## src/rtl/sensor_scanner.sv

```systemverilog
`timescale 1ns/1ps
`default_nettype none
// ============================================================================
// Module   : sensor_scanner
// Brief    : Round-robin 4-channel analog mux scanner with settle, averaging
//            and dwell-held result presentation for change-detect downstream.
// Revision : 1.0
// ============================================================================
module sensor_scanner #(
  parameter int SETTLE   = 4,
  parameter int AVG_LOG2 = 2,
  parameter int DWELL    = 4
) (
  input  logic       clk,
  input  logic       rst_n,
  input  logic       en,
  input  logic [7:0] adc_data,
  input  logic       adc_valid,
  output logic [1:0] ch_sel,
  output logic [7:0] r0,
  output logic [1:0] check,
  output logic       out_valid,
  output logic       scan_done
);

  localparam int c_SET_W = (SETTLE > 1) ? $clog2(SETTLE) : 1;
  localparam int c_DW_W  = (DWELL > 1) ? $clog2(DWELL) : 1;
  localparam int c_ACC_W = 8 + AVG_LOG2;
  localparam int c_SMP_W = AVG_LOG2 + 1;

  localparam logic [c_SET_W-1:0] c_SET_LOAD = c_SET_W'(SETTLE - 1);
  localparam logic [c_DW_W-1:0]  c_DW_LOAD  = c_DW_W'(DWELL - 1);
  localparam logic [c_SMP_W-1:0] c_SMP_LAST = c_SMP_W'((1 << AVG_LOG2) - 1);

  localparam logic [1:0] c_S_IDLE   = 2'd0;
  localparam logic [1:0] c_S_SETTLE = 2'd1;
  localparam logic [1:0] c_S_ACCUM  = 2'd2;
  localparam logic [1:0] c_S_HOLD   = 2'd3;

  logic [1:0]         r_state;
  logic [1:0]         w_next;
  logic [c_SET_W-1:0] r_set_cnt;
  logic [c_DW_W-1:0]  r_dw_cnt;
  logic [c_SMP_W-1:0] r_smp_cnt;
  logic [c_ACC_W-1:0] r_acc;
  logic [1:0]         r_ptr;
  logic [7:0]         r_r0;
  logic [1:0]         r_check;
  logic               r_scan_done;

  logic               w_set_zero;
  logic               w_dw_zero;
  logic               w_last_smp;
  logic [c_ACC_W-1:0] w_sum;

  assign w_set_zero = (r_set_cnt == '0);
  assign w_dw_zero  = (r_dw_cnt == '0);
  assign w_last_smp = adc_valid && (r_smp_cnt == c_SMP_LAST);
  // Width 8+AVG_LOG2 holds 2^AVG_LOG2 * 255, so this sum never wraps.
  assign w_sum      = r_acc + c_ACC_W'(adc_data);

  // State register
  always_ff @(posedge clk or negedge rst_n) begin
    if (!rst_n) begin
      r_state <= c_S_IDLE;
    end else begin
      r_state <= w_next;
    end
  end

  // Next-state logic
  always_comb begin
    w_next = r_state;
    case (r_state)
      c_S_IDLE:   if (en) w_next = c_S_SETTLE;
      c_S_SETTLE: if (w_set_zero) w_next = c_S_ACCUM;
      c_S_ACCUM:  if (w_last_smp) w_next = c_S_HOLD;
      c_S_HOLD:   if (w_dw_zero) w_next = en ? c_S_SETTLE : c_S_IDLE;
      default:    w_next = c_S_IDLE;
    endcase
  end

  // Output logic
  always_comb begin
    out_valid = 1'b0;
    if (r_state == c_S_HOLD) out_valid = 1'b1;
  end

  // Counters, accumulator, channel pointer and held result
  always_ff @(posedge clk or negedge rst_n) begin
    if (!rst_n) begin
      r_set_cnt   <= '0;
      r_dw_cnt    <= '0;
      r_smp_cnt   <= '0;
      r_acc       <= '0;
      r_ptr       <= '0;
      r_r0        <= '0;
      r_check     <= '0;
      r_scan_done <= 1'b0;
    end else begin
      r_scan_done <= 1'b0;
      case (r_state)
        c_S_IDLE: begin
          if (en) r_set_cnt <= c_SET_LOAD;
        end
        c_S_SETTLE: begin
          if (w_set_zero) begin
            r_acc     <= '0;
            r_smp_cnt <= '0;
          end else begin
            r_set_cnt <= r_set_cnt - 1'b1;
          end
        end
        c_S_ACCUM: begin
          if (w_last_smp) begin
            r_r0     <= 8'(w_sum >> AVG_LOG2);
            r_check  <= r_ptr;
            r_dw_cnt <= c_DW_LOAD;
          end else if (adc_valid) begin
            r_acc     <= w_sum;
            r_smp_cnt <= r_smp_cnt + 1'b1;
          end
        end
        c_S_HOLD: begin
          if (w_dw_zero) begin
            r_ptr       <= r_ptr + 1'b1;
            r_scan_done <= (r_ptr == 2'd3);
            if (en) r_set_cnt <= c_SET_LOAD;
          end else begin
            r_dw_cnt <= r_dw_cnt - 1'b1;
          end
        end
        default: ;
      endcase
    end
  end

  assign ch_sel    = r_ptr;
  assign r0        = r_r0;
  assign check     = r_check;
  assign scan_done = r_scan_done;

endmodule
`default_nettype wire

```

## config.mk

```make
export PLATFORM = sky130hd
export DESIGN_NAME = sensor_scanner
export DESIGN_NICKNAME = d
export VERILOG_FILES = /design/src/rtl/sensor_scanner.sv
export SDC_FILE = /design/constraint.sdc
export NUM_CORES = 1
export LEC_CHECK = 0
export CORE_UTILIZATION = 57
export CTS_BUF_LIST = sky130_fd_sc_hd__clkbuf_8 sky130_fd_sc_hd__clkbuf_16
export DETAILED_ROUTE_END_ITERATION = 16
export GPL_ROUTABILITY_DRIVEN = 0
export PLACE_DENSITY = 0.82
export SLEW_MARGIN = 5
export SYNTH_ARGS = -nofsm -noshare
export SYNTH_HDL_FRONTEND = slang
export SYNTH_SLANG_ARGS = --single-unit
```

## constraint.sdc

```tcl
create_clock -name clk -period 5 [get_ports clk]
set_input_delay 0.5 -clock clk [delete_from_list [all_inputs] [get_ports clk]]
set_output_delay 0.5 -clock clk [all_outputs]
set_load 0.05 [all_outputs]
```

Yosys cells after proc, flatten, opt, wreduce, memory -nomap -nowiden:

Index checks and enable logic that the tools add are counted.

* equal/unequal tests: 13
* add/subtract/negate cells: 5
* muxes and demuxes: 23
* reductions and logical operators: 13

Operators with widths (count)
* 10-bit 2-to-1 mux: 3
* 10-bit case mux with 2 select lines: 1
* 2-bit 2-to-1 mux: 8
* 2-bit inequality test, second input constant: 8
* 10-bit by 8-bit adder with 10-bit output: 1
* 3-bit 2-to-1 mux: 3
* 2-bit case mux with 4 select lines: 1
* 4-bit AND reduction: 2
* 2-bit equality test, second input constant: 3
* 2-bit logical NOT: 3
* 2-bit case mux with 3 select lines: 1
* 3-bit case mux with 2 select lines: 1
* 3-bit AND reduction: 2
* 1-bit 2-to-1 mux: 4
* 2-bit case mux with 2 select lines: 1
* 2-bit AND reduction: 2
* 2-bit nonzero test: 2
* 2-bit by 1-bit subtractor with 2-bit output, second input constant: 2
* 3-bit by 1-bit adder with 3-bit output, second input constant: 1
* 3-bit by 2-bit equality test with 1-bit output, second input constant: 1
* 3-bit nonzero test: 1
* 2-bit by 1-bit adder with 2-bit output, second input constant: 1
* 2-bit by 1-bit equality test with 1-bit output, second input constant: 1
* 1-bit logical AND: 1

* logic and storage cells: 63
* input port bits: 12
* flip-flop bits (word level): 32
* output and inout bits: 14

Depth between registers and ports, before layout:

Gate-level depths: netlist of run 1.

* word-level depth: 4
* mapped depth: 8
* gate-level depth less buffers: 6

Worst setup path before layout of run 1:

No wires, ideal clock.

* path kind: input-to-reg
* start: input adc_data[0]
* end: register r_acc[6]
* slack: 2776 ps
* path buffers: 0
* arrival time: 2103 ps
* required time: 4878 ps
* stages: 6
* library setup time: 122 ps
* cell sequence: ha_1 -> fa_1 -> a211oi_2 -> o21ai_1 -> a211o_1 -> a32o_1

* word-level cells in the longest chain between the ends: 4

Ends and longest elaborated chain
* start: declaration: RTL line 17 `input logic [7:0] adc_data,`
* 10-bit by 8-bit adder with 10-bit output: RTL line 60 `assign w_sum = r_acc + c_ACC_W'(adc_data);`
* 10-bit 2-to-1 mux: RTL line 119 `end else if (adc_valid) begin`
* 10-bit 2-to-1 mux: RTL line 115 `if (w_last_smp) begin`
* 10-bit case mux with 2 select lines: RTL line 102 `case (r_state)`
* end signal: assignment: RTL line 120 `r_acc <= w_sum;`
* end: declaration: RTL line 45 `logic [c_ACC_W-1:0] r_acc;`

Every way passes these cells. The select of a mux whose other input is x is not followed.
A chain may end at the register's enable or synchronous reset.

Final worst setup path of run 1:

Ends and elaborated chain as after synthesis.

==> summary.txt, run 1 <==
Place
  – DP HPWL: 3340 um
  – Placed cell areas: 2260 um2
  – Dpl ws: 2.24 ns
  – Port bufs: 25
  – Dpl cells: 264

STA
  – Clock skew: 0.0135 ns
  – Slew margin rel.: 42.2%
  – Worst Setup Slack, final: 2.54 ns
  – Worst Tran Pin Value: 0.864 ns
  – Period utilization: 49.2%
  – Final setup violation count: 0
  – Setup TNS: 0 ns
  – RSZ-0062 raised after global routing: no
  – Tmin final: 2.46 ns
  – Hold Violations, Final: 0
  – Final-report max-slew violation count: 0
  – Max frequency: 407 MHz

Layout
  – Most common cell after layout, fill and taps aside: dfrtp_1
  – Filler instances: 238
  – Most frequent cells in the layout: dfrtp_1 (32), clkdlybuf4s50_1 (25), nand2_1 (22)
  – Nets@finish: 258
  – Layout Cells excl Fill: 272
  – Design area: 2390 um2
  – Multi-input logic area: 1100 um2
  – FF/Latch Area: 801 um2
  – ANT cells: 0
  – Layout cells sized above 1: 10.1%
  – Synth-to-Final Area Change: 21.0%

Routing
  – Drt drc: 0
  – Post-DR wirelength/cell: 17.0 um
  – WL final: 4610 um
  – 1st-pass router iterations: 4
  – Iter 0 DRT Violations: 133
  – Vias: 1676
  – DR vias/cell: 6.16
  – Detail Route Antenna Nets: 0

Clocking
  – Post CTS Setup Buffer Count: 0
  – Clock buffer depth: 2
  – Num CTS Buffers: 5
  – CTS root buffer: clkbuf_8
  – CTS tree: done
  – Post-CTS Hold Fix Bufs: 0
  – H-tree Lvls: 2
  – Clock sinks: 32
  – Clock-pin transition on the worst setup and hold timing paths: 0.08 ns
  – Worst-Skew Late Latency: 0.30 ns
  – Post-CTS sizing: 0

Global route
  – Total Routing Usage GR: 29.0%
  – Global route overflow: 0
  – Number of global-route vias before repair: 1705
  – Antenna violations before repair: 0
  – Largest net degree at the start of global routing: 33
  – First-pass GRT wire length: 7750 um

Critical path
  – Crit path max fanout: 4
  – Arrival time at the worst endpoint: 2.65 ns
  – CP Launch Type: primary input
  – Worst endpoint required time: 5.19 ns
  – Critical path endpoint category: flop
  – Critical path type: primary input to flop

Floorplan
  – Core box area: 3180 um2
  – Initial Util: 62.0%
  – Die Y-Extent: 60.8 um
  – Die Wd: 60.8 um
  – Top-Level Pins: 26
  – Die ar.: 3700 um2
  – FP Rows: 20

Synthesis
  – Netlist Area Pre-Place: 1970 um2
  – Yosys cell types: 50
  – Post-synthesis compound-gate area fraction: 24.9%
  – Post-synth EDFFs: 0
  – Share of flip-flops with an asynchronous set or reset: 100%
  – Mux cell area share after synthesis: 2.28%
  – Top FF cell, synth: dfrtp_1
  – Net count after synthesis: 231
  – Syn_area_per_cell: 9.86 um2
  – Cells after synthesis: 200
  – Largest family of logic cells by synthesized area: compound AO/OA/AOI/OAI gates
  – Xor/xnor share of the synthesized area: 1.33%
  – Simple-gate share of the synthesized area: 15.0%
  – Register area share after synthesis: 40.6%
  – Ys Warns: 0
  – Synth Register Bits: 32
  – Post-Synth Adder-Cell Area: 12.4%

Flow run
  – Max cap viols: 0

Power and ir drop
  – Power per cell area: 591 nW/um2
  – Max VDD drop: 418 uV
  – Total power: 1.41 mW
  – Static Leakage: 1.12 nW

Outcome
  – Status: completed

Min path
  – Hold Crit Class: flop to flop
cells in the mapped netlist, types with 3 or more instances:
cell type  instances  share of area [%]
a211oi_1           5                1.9
ha_1              18                 11
a22o_1             5                2.2
nor2_1            10                1.9
o21ai_0            5                1.3
o22a_1             3                1.3
nand3_1            4                1.0
o21ai_1            6                1.5
or4_1              3                1.1
inv_1             11                2.1
clkbuf_1           3               0.57
a21oi_1           10                2.5
nor3_1             3               0.76
and2_1             3               0.95
a21o_1             5                1.9
o211ai_1           5                1.9
mux2_2             4                2.3
dfrtp_1           32                 41
nand2_1           22                4.2
o31ai_1            3                1.1
state kept, by name, summed over array words and instances, names as in the netlist:
| signal | count |
|---|---|
| r_smp_cnt | 3 |
| r_state | 2 |
| r_dw_cnt | 2 |
| ch_sel | 2 |
| scan_done | 1 |
| check | 2 |
| r0 | 8 |
| r_acc | 10 |
| r_set_cnt | 2 |
critical path: stages:
cell             delay (ns)
clkdlybuf4s50_1        0.40
ha_1                   0.26
fa_1                   0.46
a211oi_2               0.33
o21ai_1                0.11
a211o_1                0.31
a32o_1                 0.27
per-layer routing:
layer	track usage (%)	part of all wire (%)	wire (um)	up-vias
met1	35.0	43	1990	812
met3	7.46	4.3	199	14
met5	0	0	0	-
met2	50.5	51	2340	51
met4	9.74	1.8	82	0
li1	-	-	-	799
worst paths after layout:
kind	endpoint	startpoint	depth (start not counted)	slack [ns]
max in group asynchronous	r0[2]	rst_n	2	4.09
hold reg to reg	r_dw_cnt[1]	r_dw_cnt[1]	1	0.49
min in group asynchronous	r_acc[1]	rst_n	2	0.59
setup / recovery	r_acc[6]	adc_data[0]	7	2.54
hold / removal	r_dw_cnt[1]	r_dw_cnt[1]	1	0.49
setup reg to reg	r_acc[8]	r_state[0]	6	2.69
report_power, final:
group | leakage, nW | internal [mW] | switching (mW)
Combinational | 0.638 | 0.290 | 0.445
Sequential | 0.420 | 0.337 | 0.0604
Clock | 0.0645 | 0.176 | 0.102
cells by family after synthesis:
kind of cell,Yosys count
AO/OA/AOI/OAI,66
AND/OR/NAND/NOR,59
flip-flops,32
adder cells (fa/ha/maj),19
buffers and inverters,17
multiplexers,4
XOR/XNOR,3
per-stage QoR:
| step | utilization (%) | hold slack (ns) |
|---|---|---|
| after floorplan | - | 0.204 |
| after global placement | 71.1 | 0.461 |
| after detailed placement | 71.1 | 0.481 |
| after CTS | 75.1 | 0.495 |
| after global routing | 75.1 | 0.521 |
| final | 75.1 | 0.495 |
cell type report:
cell class	instances	share of cell area, %
flip-flops and latches	32	33.6
clock buffers	7	4.04
well taps	44	2.31
inverters	11	1.73
clock inverters	1	1.26
repair buffers	26	10.8
multi-input cells	151	46.3
(Power assumes the default switching activity.)
==> run 2: changes to the inputs <==
CORE_UTILIZATION = 55   (was 57)
PLACE_DENSITY = 0.8   (was 0.82)
clock period = 2.3 ns   (was 5 ns; I/O delays follow)
==> run 2 against run 1 <==
- via count grew 0.12%
- critical endpoint unchanged
- register-to-register slack lost 2.5 ns
- combinational power grew 120%
- flip-flop and latch count is the same
==> summary.txt, run 2 (synthesized netlist as in run 1, its figures left out) <==
STA
  – Final setup violation count: 0
  – Setup TNS: 0 ns
  – Period utilization: 92.3%
  – RSZ-0062 raised after global routing: no
  – Slew margin rel.: 63.2%
  – Hold Violations, Final: 0
  – Final-report max-slew violation count: 0
  – Clock skew: 0.00679 ns
  – Max frequency: 471 MHz
  – Worst Setup Slack, final: 0.177 ns
  – Worst Tran Pin Value: 0.551 ns
  – Tmin final: 2.12 ns

Power and ir drop
  – Static Leakage: 1.14 nW
  – P_int: 1.66 mW
  – Logic pwr share: 55.2%
  – Power per cell area: 1230 nW/um2
  – Max VDD drop: 757 uV
  – Clock network fraction of total power: 15.8%
  – Reg power frac: 29.0%
  – Switch share: 44.1%
  – Switch Pwr: 1.31 mW
  – Total power: 2.96 mW

Layout
  – ANT cells: 0
  – Largest Register: r_acc
  – Layout Cells excl Fill: 279
  – Most frequent cells in the layout: dfrtp_1 (32), clkdlybuf4s50_1 (25), nand2_1 (22)
  – Synth-to-Final Area Change: 21.9%
  – Layout cells sized above 1: 12.0%
  – Nets@finish: 264
  – Design area: 2400 um2
  – Most common cell after layout, fill and taps aside: dfrtp_1
  – Largest register FFs: 10

Clocking
  – Num CTS Buffers: 5
  – Post-CTS sizing: 0
  – Post CTS Setup Buffer Count: 0
  – Post-CTS Hold Fix Bufs: 0
  – H-tree Lvls: 2
  – CTS root buffer: clkbuf_8
  – CTS tree: done
  – Clock-pin transition on the worst setup and hold timing paths: 0.07 ns
  – Clock sinks: 32
  – Clock buffer depth: 2
  – Worst-Skew Late Latency: 0.29 ns

Global route
  – Antenna violations before repair: 0
  – Number of global-route vias before repair: 1665
  – Global route overflow: 0
  – First-pass GRT wire length: 7300 um
  – Total Routing Usage GR: 26.6%
  – Largest net degree at the start of global routing: 33

Routing
  – Post-DR wirelength/cell: 16.5 um
  – WL final: 4600 um
  – Vias: 1678
  – 1st-pass router iterations: 4
  – Iter 0 DRT Violations: 187
  – Detail Route Antenna Nets: 0
  – Drt drc: 0
  – DR vias/cell: 6.01

Critical path
  – Reg2Reg Depth: 6
  – CP Launch Type: flop
  – Critical path destination: r_acc[6]
  – R2R Setup Slk: 0.18 ns
  – Crit path max fanout: 2
  – Critical path type: flop to flop
  – Reg-to-reg critical path startpoint: r_acc[0]
  – Worst endpoint required time: 2.47 ns
  – Critical path endpoint category: flop
  – Worst Setup SP: r_acc[0]
  – Worst r2r dst: r_acc[6]
  – Arrival time at the worst endpoint: 2.29 ns

Place
  – Dpl cells: 272
  – Dpl ws: -0.0713 ns
  – Placed cell areas: 2310 um2
  – Port bufs: 25
  – DP HPWL: 3340 um

Floorplan
  – Die Wd: 61.9 um
  – Die Y-Extent: 61.9 um
  – Top-Level Pins: 26
  – Die ar.: 3830 um2
  – Initial Util: 58.2%
  – Core box area: 3390 um2
  – FP Rows: 21

Outcome
  – Status: completed

Flow run
  – Max cap viols: 0

Min path
  – Hold Crit Class: primary input to async pin
[run 2: changes by cell type in the layout (fill, tap and decap cells not counted), sizes merged]
cell,delta
buf,+6
bufinv,-1
[run 2: routing by layer]
layer / up-vias / share of wire [%] / track usage [%] / routed length [um]
met5: - / 0 / 0 / 0
met4: 0 / 1.6 / 11.7 / 75
met3: 9 / 3.9 / 6.21 / 179
met2: 39 / 53 / 47.3 / 2440
met1: 819 / 41 / 30.6 / 1910
li1: 811 / - / - / -
[run 2: metrics by stage]
step | util (%) | hold WS, ns
CTS | 70.9 | 0.349
global route | 70.9 | 0.388
detailed placement | 68.1 | 0.470
floorplan | - | -0.0656
global placement | 68.1 | 0.459
finish | 70.9 | 0.342
[run 2: how the worst min path moves through the flow]
stage	start	slack, ns	end	cells past startpoint
CTS	rst_n	0.35	r0[4]	2
global route	rst_n	0.39	r_acc[5]	2
global placement	check[0]	0.46	check[0]	2
finish	rst_n	0.34	r_acc[5]	2
floorplan	rst_n	-0.07	ch_sel[0]	0
detailed placement	check[0]	0.47	check[0]	2
[run 2: power by group through the flow]
stage | combinational (mW) | sequential, mW | clock (mW)
final | 1.63 | 0.861 | 0.468
after global routing | 1.79 | 0.879 | 0.499
after CTS | 1.63 | 0.859 | 0.476
after detailed placement | 1.61 | 0.868 | 0
after global placement | 1.52 | 0.853 | 0
after floorplan | 1.05 | 0.988 | 0
[run 2: layout make-up]
type / instances / area [um2]
clock buffers: 7 / 96.3
fillers: 268 / 986
inverters: 11 / 41.3
multi-input cells: 151 / 1100
flip-flops and latches: 32 / 801
well taps: 46 / 57.6
repair buffers: 32 / 303
[run 2: critical path, cell delays in order, from the launching register on]
cell and delay [ns]:
dfrtp_1 0.39, ha_1 0.22, fa_1 0.41, a211oi_2 0.28, o21ai_1 0.11, a211o_1 0.32
a32o_1 0.27
==> variant: new RTL, settings of run 2 <==
Set the parameter `SETTLE` to 8 (it was 4).
--- a/src/rtl/sensor_scanner.sv
+++ b/src/rtl/sensor_scanner.sv
@@ -7,7 +7,7 @@
 // Revision : 1.0
 // ============================================================================
 module sensor_scanner #(
-  parameter int SETTLE   = 4,
+  parameter int SETTLE   = 8,
   parameter int AVG_LOG2 = 2,
   parameter int DWELL    = 4
 ) (
Function: changed (Yosys sat finds a counterexample within 10 cycles, from zero or initial values and one cycle with rst_n low).
==> variant against run 2 <==
Wire length is 8.8% lower; cell area is 0.21% higher; total power is 3.4% lower; critical path depth stayed put; first-iteration DRC count is 57% lower; sequential cell count is 1 higher; sequential share of layout area is 0.97 points higher; synthesized area is 0.70% lower; setup slack better by 0.036 ns; largest cell class unchanged.
==> variant: results (changes against run 2) <==
[metrics] routed length per instance: 14.9 um (-9.5%)
[metrics] Filler cells: 267 (-0.37%)
[metrics] biggest fanout along the worst timing path: 12 (+10)
[metrics] unique cell type count in the Yosys netlist: 43 (-14%)
[metrics] Syn. warnings: 0 (unchanged)
[metrics] most area-consuming cells after synthesis: sky130_fd_sc_hd__dfrtp_1 42%, sky130_fd_sc_hd__ha_1 12%, sky130_fd_sc_hd__nand2_1 6.5%, sky130_fd_sc_hd__a21oi_1 2.8%, sky130_fd_sc_hd__o21ai_0 2.8%
[metrics] sequential area share after synthesis: 42.2% (+1.6 points)
[metrics] register with the most flip-flops: r_acc
[metrics] # diodes: 0 (unchanged)
[metrics] number of global-route vias before repair: 1652 (-0.78%)
[metrics] data arrival time of the critical path: 2.29 ns (about the same)
[metrics] Static Leak: 1.13 nW (-1.1%)
[metrics] Peak supply drop: 0.889 mV (+17%)
[metrics] overall fraction of global-route tracks in use: 25.5% (-1.1 points)
[metrics] net count after synthesis: 233 (+0.87%)
[metrics] first-pass GRT wire length: 6900 um (-5.5%)
[metrics] slew at the pin closest to its max-slew limit: 0.494 ns (-0.0572 ns)
[metrics] Longest Clk Path Bufs: 2 (unchanged)
[metrics] setup slack after placement: 0.0143 ns (+0.0857 ns)
[metrics] root buf cell: sky130_fd_sc_hd__clkbuf_8
[metrics] Hold Crit Class: primary input to asynchronous set/reset pin
[metrics] sequential share of power: 30.0% (+1.0 points)
[metrics] Clock group: 0.564 mW (+21%)
[metrics] largest net degree at the start of global routing: 34 (+3.0%)
[metrics] detailed-routing iteration count for the pre-antenna-repair pass: 5 (+1)
[metrics] layout cell share with drive strength beyond 1: 10.2% (-1.8 points)
[metrics] P_int: 1.66 mW (about the same)
[metrics] vias after detailed routing: 1630 (-2.9%)
[metrics] sum of net half-perimeters after detailed placement: 3050 um (-8.8%)
[metrics] worst-path cell with the longest stage delay: sky130_fd_sc_hd__dfrtp_1
[metrics] number of antenna violations at the first check in global routing: 0 (unchanged)
[metrics] Layout Skew: 0.00676 ns (-0.0000306 ns)
[metrics] CTS Hold Buffers Added: 0 (unchanged)
[metrics] switching component of the power: 1.21 mW (-7.6%)
[metrics] run status: finished, final reports clean
[metrics] count of nets after finishing: 266 (+0.76%)
[metrics] clock latency on the worst-skew pair: 0.29 ns (about the same)
[metrics] biggest cell delay along the critical path: 0.41 ns (about the same)
[metrics] DRC violation total after the first TritonRoute iteration: 81 (-57%)
[metrics] list of most frequent post-synthesis cells: 34 x sky130_fd_sc_hd__nand2_1, 33 x sky130_fd_sc_hd__dfrtp_1, 19 x sky130_fd_sc_hd__ha_1
[metrics] post_cts resized: 0 (unchanged)
[metrics] number of H-tree levels: 2 (unchanged)
variant: path summary, 6_finish.rpt:
check	start	slack [ns]	to
max in group asynchronous	rst_n	1.65	r_set_cnt[2]
hold / removal	rst_n	0.34	r0[1]
setup reg to reg	r_state[0]	0.21	r_acc[5]
min in group clk	check[0]	0.48	check[0]
hold reg to reg	check[0]	0.48	check[0]
setup / recovery	r_state[0]	0.21	r_acc[5]
variant: logic make-up after synthesis:
logic type / share of synthesized area, %
adders and majority gates: 13.2
xor gates and xnor gates: 2.68
AOI/OAI and AO/OA: 21.7
buffers and inverters: 2.88
muxes: 1.73
DFF: 42.2
and+or+nand+nor: 15.7
variant: per-stage QoR:
| step | cell area (um2) | cells |
|---|---|---|
| final | 2410 | 281 |
| after global routing | 2410 | 281 |
| after CTS | 2410 | 281 |
| after detailed placement | 2290 | 273 |
| after global placement | 2290 | 273 |
| after floorplan | 1960 | 201 |
variant: layout make-up:
class                   count  area [um2]  area share (%)
multi-input cells         154        1080            44.7
flip-flops and latches     33         826            34.3
inverters                   8        30.0            1.25
clock inverters             2        33.8            1.40
clock buffers               6        82.6            3.43
repair buffers             32         303            12.6
well taps                  46        57.6            2.39
variant: metal layers:
layer / vias to the layer above / GRT usage, % / wire length, um
met1: 788 / 28.4 / 1710
met5: - / 0 / 0
met2: 45 / 45.2 / 2210
met4: 0 / 10.2 / 85
met3: 11 / 7.98 / 191
li1: 786 / - / -
variant: worst max-delay path: cells and delay by family (launching register included):
family          cells  cell delay, ns
compound gates      2            0.55
fa+ha+maj           1            0.40
buf+inv             1            0.16
simple gates        2            0.50
flops               1            0.41
